$ cat src/rtl/decoder_nto2n_pipe.sv
// Registered N-to-2^N one-hot decoder with valid/ready handshake and auto-scan.
// Ports: clk, rst_n (sync, active-low), mode (0 decode / 1 scan, sampled in IDLE),
//   in_valid/in_ready/sel (input handshake), out_valid/out_ready/y (one-hot output),
//   scan_wrap (pulse when scan wraps MSB->bit 0).
// Latency: sel accepted at edge t appears on y after edge t; y holds under out_ready=0.
// Optional macro DECODER_NTO2N_COUNT_EN adds clr_count input and dec_count[15:0] output
//   (saturating count of decode acceptances plus scan rotates).
module decoder_nto2n_pipe #(
  parameter int SEL_W    = 2,
  parameter int SCAN_DIV = 4
) (
  input  logic                    clk,
  input  logic                    rst_n,
  input  logic                    mode,
  input  logic                    in_valid,
  output logic                    in_ready,
  input  logic [SEL_W-1:0]        sel,
  output logic                    out_valid,
  input  logic                    out_ready,
  output logic [(1<<SEL_W)-1:0]   y,
  output logic                    scan_wrap
`ifdef DECODER_NTO2N_COUNT_EN
  ,
  input  logic                    clr_count,
  output logic [15:0]             dec_count
`endif
);

  localparam int          OUT_W  = 1 << SEL_W;
  localparam logic [15:0] DIV_TC = 16'(SCAN_DIV - 1);

  typedef enum logic [1:0] {IDLE, DECODE, SCAN} state_t;

  state_t             state_q, state_d;
  logic [OUT_W-1:0]   y_q, y_d;
  logic [15:0]        div_q, div_d;
  logic               wrap_q, wrap_d;
  logic [OUT_W-1:0]   y_rot;
  logic [OUT_W-1:0]   y_dec;

  assign out_valid = (state_q != IDLE);
  assign y         = y_q;
  assign scan_wrap = wrap_q;
  assign in_ready  = (state_q != SCAN) && (!out_valid || out_ready);

  assign y_rot = {y_q[OUT_W-2:0], y_q[OUT_W-1]};
  assign y_dec = OUT_W'(1) << sel;

  always_comb begin
    state_d = state_q;
    y_d     = y_q;
    div_d   = div_q;
    wrap_d  = 1'b0;
    case (state_q)
      IDLE: begin
        y_d = '0;
        if (mode) begin
          state_d = SCAN;
          y_d     = OUT_W'(1);
          div_d   = '0;
        end else if (in_valid) begin
          state_d = DECODE;
          y_d     = y_dec;
        end
      end
      DECODE: begin
        if (out_ready) begin
          if (in_valid) begin
            y_d = y_dec;
          end else begin
            state_d = IDLE;
            y_d     = '0;
          end
        end
      end
      SCAN: begin
        // The divider parks on terminal count until the consumer takes the word,
        // so every one-hot position is seen for at least SCAN_DIV cycles.
        if (div_q != DIV_TC) begin
          div_d = div_q + 16'd1;
        end else if (out_ready) begin
          div_d = '0;
          if (y_q[OUT_W-1]) begin
            // Exit only at the end of a full sweep; no wrap pulse on exit.
            if (!mode) begin
              state_d = IDLE;
              y_d     = '0;
            end else begin
              y_d    = y_rot;
              wrap_d = 1'b1;
            end
          end else begin
            y_d = y_rot;
          end
        end
      end
      default: begin
        state_d = IDLE;
        y_d     = '0;
        div_d   = '0;
      end
    endcase
  end

  always_ff @(posedge clk) begin
    if (!rst_n) begin
      state_q <= IDLE;
      y_q     <= '0;
      div_q   <= '0;
      wrap_q  <= 1'b0;
    end else begin
      state_q <= state_d;
      y_q     <= y_d;
      div_q   <= div_d;
      wrap_q  <= wrap_d;
    end
  end

`ifdef DECODER_NTO2N_COUNT_EN
  logic [15:0] dec_count_q;
  logic        accept;
  logic        rotate;

  // In IDLE with mode=1 in_ready is high but the word is not taken.
  assign accept    = in_valid && in_ready && !((state_q == IDLE) && mode);
  assign rotate    = (state_q == SCAN) && (div_q == DIV_TC) && out_ready;
  assign dec_count = dec_count_q;

  always_ff @(posedge clk) begin
    if (!rst_n) begin
      dec_count_q <= '0;
    end else if (clr_count) begin
      dec_count_q <= '0;
    end else if ((accept || rotate) && (dec_count_q != 16'hFFFF)) begin
      dec_count_q <= dec_count_q + 16'd1;
    end
  end
`endif

endmodule

$ cat config.mk
export PLATFORM = sky130hd
export DESIGN_NAME = decoder_nto2n_pipe
export DESIGN_NICKNAME = d
export VERILOG_FILES = /design/src/rtl/decoder_nto2n_pipe.sv
export SDC_FILE = /design/constraint.sdc
export NUM_CORES = 1
export LEC_CHECK = 0
export CAP_MARGIN = 10
export CELL_PAD_IN_SITES_DETAIL_PLACEMENT = 0
export CELL_PAD_IN_SITES_GLOBAL_PLACEMENT = 1
export CORE_ASPECT_RATIO = 0.6
export CORE_UTILIZATION = 45
export DETAILED_ROUTE_END_ITERATION = 6
export PLACE_DENSITY_LB_ADDON = 0.1
export SLEW_MARGIN = 15
export SYNTH_ARGS = -nofsm -noshare
export SYNTH_HDL_FRONTEND = slang
export SYNTH_SLANG_ARGS = --single-unit
$ cat constraint.sdc
create_clock -name clk -period 4.46 [get_ports clk]
set_input_delay 0.892 -clock clk [delete_from_list [all_inputs] [get_ports clk]]
set_output_delay 0.892 -clock clk [all_outputs]
set_load 0.05 [all_outputs]
* After elaboration in Yosys (flattened, before gate mapping)
Cells that the tools add are included.
** Storage, ports and cells
- Flip-flop bits (word level) :: 23
- Bits of input ports :: 7
- Output and inout port bits :: 7
** Cells by class
- Add/sub/neg operators :: 1
- Equality and inequality tests :: 13
- Shifts and indexed selects :: 1
- Mux-type cells :: 22
- Bitwise operators :: 5
- Reductions and logical operators :: 9
** Operators with widths (number)
- $mux 16 :: 3
- $pmux 16 s3 :: 1
- $mux 4 :: 7
- $add 16x1->16 const B :: 1
- $mux 2 :: 8
- $ne 16x2->1 const B :: 1
- $ne 2x2->1 const B :: 8
- $pmux 4 s3 :: 1
- $reduce_and 7->1 :: 1
- $ne 3x3->1 const B :: 2
- $pmux 2 s3 :: 1
- $reduce_and 3->1 :: 2
- $not 1->1 :: 5
- $reduce_or 5->1 :: 1
- $shl 1x2->4 const A :: 1
- $eq 2x1->1 const B :: 1
- $eq 2x2->1 const B :: 1
- $logic_not 2->1 :: 1
- $reduce_bool 2->1 :: 1
- $logic_and 1x1->1 :: 1
- $logic_not 1->1 :: 1
- $logic_or 1x1->1 :: 1
- $mux 1 :: 1

* Depth between registers and ports, before layout
- Depth after elaboration :: 5
- Gate-level depth with buffers :: 8
- Gate-level depth less buffers :: 6

* Worst setup path before layout
Ideal clock, no wire load.
- Path type :: register to output
- From :: reg state_q[1]
- To :: out in_ready
- Arrival time :: 1307 ps
- Required time :: 3568 ps
- Slack :: 2261 ps
- Stages on the path, launching flop included :: 4
- Cell sequence :: dfxtp_1 -> clkbuf_8 -> or2_2 -> nand2_1
** Between the ends
- Cells in the longest elaborated chain, start to end :: 4
** RTL lines
- start, declared :: RTL line 34 : state_t state_q, state_d;
- start signal, assigned :: RTL line 112 : state_q <= state_d;
- $reduce_bool 2->1 :: RTL line 41 : assign out_valid = (state_q != IDLE);
- named net out_valid :: RTL line 18 : output logic out_valid,
- $logic_not 1->1 :: RTL line 44 : assign in_ready = (state_q != SCAN) && (!out_valid || out_ready);
- $logic_or 1x1->1 :: RTL line 44
- $logic_and 1x1->1 :: RTL line 44
- end, declared :: RTL line 16 : output logic in_ready,
The timed path passes the listed nets, and every way through them passes these cells.

* Worst setup path in the final report
- From :: in out_ready
- To :: out in_ready
** Between the ends
- Cells in the longest elaborated chain, start to end :: 2
** RTL lines
- start, declared :: RTL line 19 : input logic out_ready,
- $logic_or 1x1->1 :: RTL line 44
- $logic_and 1x1->1 :: RTL line 44
Every way passes these cells.

==> flow_summary.ini <==
[worst_setup_path]
critPathBufInv = 2
critPathKind = in -> out
crit_chain = clkdlybuf4s50_1, nand2_1, nand2_1, clkdlybuf4s50_1
slowest_stage = clkdlybuf4s50_1
critPathRequiredTime_ns = 3.57
max_stage_delay_ns = 0.79
cp.arrival_ns = 2.44
critPathLaunchType = input port
crit_fanout = 7
cp-end-kind = output pin
crit_family = buffers and inverters

[worst_hold_path]
hold_class = reg -> reg

[global_routing]
grt_pass1_wl_mm = 5.264
first_global_vias = 1045
grt_overflow = 0
grt_usage = 0.2190
grt_max_degree = 16
antenna_found_initial = 0

[drt]
drt_iter0_drc = 83
drt_pass1_iterations = 4
wl_per_cell_um = 15.35
via_per_inst = 5.810
drt_wl_total_mm = 3.224
vias = 1220
drtAntennaViolNets = 0
drc_errors = 0

[clock_network]
clk_latency_ns = 0.27
clk_pin_slew_ns = 0.09
ctsRootBufferMaster = clkbuf_8
post_cts_buffers = 0
clock-sinks = 23
cts_buffers = 3
ctsResizeCount = 0
clockBufferDepth = 2
cts_hold_buf = 0
cts_tree = built
h-tree-depth = 1

[run]
cap_violations = 0

[sta]
fmax_ghz = 0.2999
slew_headroom = 0.6356
setup_tns_ns = 0
hold_viol_final = 0
fin_skew_ns = 0.004641
setup_violations = 0
tightest_slew_ns = 0.5424
rsz0062_at_grt = false
finalCriticalPeriod_ns = 3.334
fin_hold_ws_ns = 0.4926
period_share = 0.7476
slew_violations = 0

[pwr]
seqPwrFrac = 0.509
switching_share = 0.2920
p_int_uw = 302.3
power.leakage_nw = 0.4965
ir_drop_mv = 0.1978
pwr-share-comb = 0.168
power_density_nw_per_um2 = 287.0
power.switching_uw = 124.7
p_clk_frac = 0.324

[place]
placed_area_um2 = 1439
dp_hpwl_mm = 2.363
io_buffers = 13
gp_congestion = 0.7866

[layout]
drive_gt1_frac = 0.07647
num_antenna_cells = 0
fin_area_um2 = 1488
area_growth_pct = 11.23
layout_commonest_cell = dfxtp_1
n_fill_cell = 252
layout.cells.most_common_list = dfxtp_1 (23), nand2_1 (17), o21ai_0 (13), clkdlybuf4s50_1 (13), nor3_1 (11)
regArea_um2 = 460.4
num-nets-final = 179
multi_input_area_um2 = 768.2

[yosys]
synthFlopType = dfxtp_1
synth_edf_count = 0
seq_area_frac_synth = 0.3442
synth_cells = 161
syn_avg_cell_area_um2 = 8.308
ys_ff_latch = 23
yosysWarnings = 0
async_flop_share = 0
synth_cell_types = 50
synthesis.nets = 169
synth.cell_area_um2 = 1338

[die]
die_h_um = 44.23
rows = 14
start_util = 0.5023
die_area_um2 = 3202
coreArea_um2 = 2663
ioPinCount = 14
die-width_um = 72.39

[run_status]
outcome = finished clean
metrics by stage:
step | util | setup slack (ns) | cells | total power, mW
after floorplan | - | 2.261 | 161 | 0.2747
after global placement | 0.5404 | 1.123 | 206 | 0.2921
after detailed placement | 0.5404 | 1.119 | 206 | 0.2925
after CTS | 0.5587 | 1.119 | 210 | 0.4309
after global routing | 0.5587 | 1.077 | 210 | 0.4469
final | 0.5587 | 1.126 | 210 | 0.4270
cells in the mapped netlist, drive strengths merged (4+ instances only):
master | instances | area [um^2]
nor4 | 6 | 37.54
nand3 | 7 | 35.03
or3 | 4 | 25.02
a21oi | 9 | 45.04
nor3 | 11 | 55.05
nor2 | 8 | 37.54
buf | 6 | 60.05
o21ai | 14 | 70.06
nand2 | 17 | 63.81
dfxtp | 23 | 460.4
nand4 | 5 | 31.28
inv | 8 | 30.03
power groups by stage:
stage	clock network [mW]	logic (mW)	registers [mW]
6_report	0.138	0.0716	0.217
5_1_grt	0.151	0.0773	0.218
4_1_cts	0.143	0.0710	0.217
3_5_place_dp	0	0.0707	0.222
3_3_place_gp	0	0.0704	0.222
2_1_floorplan	0	0.0508	0.224
cells by family (layout without fill, tap and decap cells):
kind of cell / after synthesis / count (layout) / share of synthesized area
simple gates: 76 / 76 / 0.3321
buf+inv: 16 / 25 / 0.08137
flops: 23 / 23 / 0.3442
xor+xnor: 1 / 1 / 0.006549
mux: 1 / 1 / 0.007484
fa+ha+maj: 1 / 1 / 0.009353
compound gates: 43 / 43 / 0.2189
registers in the layout, indices dropped and copies added, names as in the netlist:
| name | flops |
|---|---|
| y | 4 |
| div_q | 16 |
| state_q | 2 |
| scan_wrap | 1 |
layout make-up:
class	instances	area share
clock buffer	3	0.02775
clock inverter	1	0.005046
inverter	8	0.02018
multi-input combinational	122	0.5164
sequential	23	0.3095
tap	40	0.03364
timing repair buffer	13	0.08747
layer usage:
| layer | global-route usage | wire, um | vias to the layer above |
|---|---|---|---|
| met5 | 0 | 0 | - |
| met4 | 0.05098 | 12 | 0 |
| met3 | 0.05467 | 238 | 3 |
| met2 | 0.2617 | 1203 | 39 |
| met1 | 0.3675 | 1769 | 553 |
| li1 | - | - | 625 |
final timing paths:
check	start	to	slack [ns]	cells after the start
setup / recovery	out_ready	in_ready	1.13	4
hold / removal	div_q[15]	div_q[15]	0.49	2
setup reg to reg	div_q[0]	div_q[8]	2.42	6
hold reg to reg	div_q[15]	div_q[15]	0.49	2
tightest hold or removal path, cell delays in order (launching register included):
cell and delay, ns:
dfxtp_1 0.34, inv_1 0.06, o21ai_1 0.06
Power figures use the tool's default switching activity.
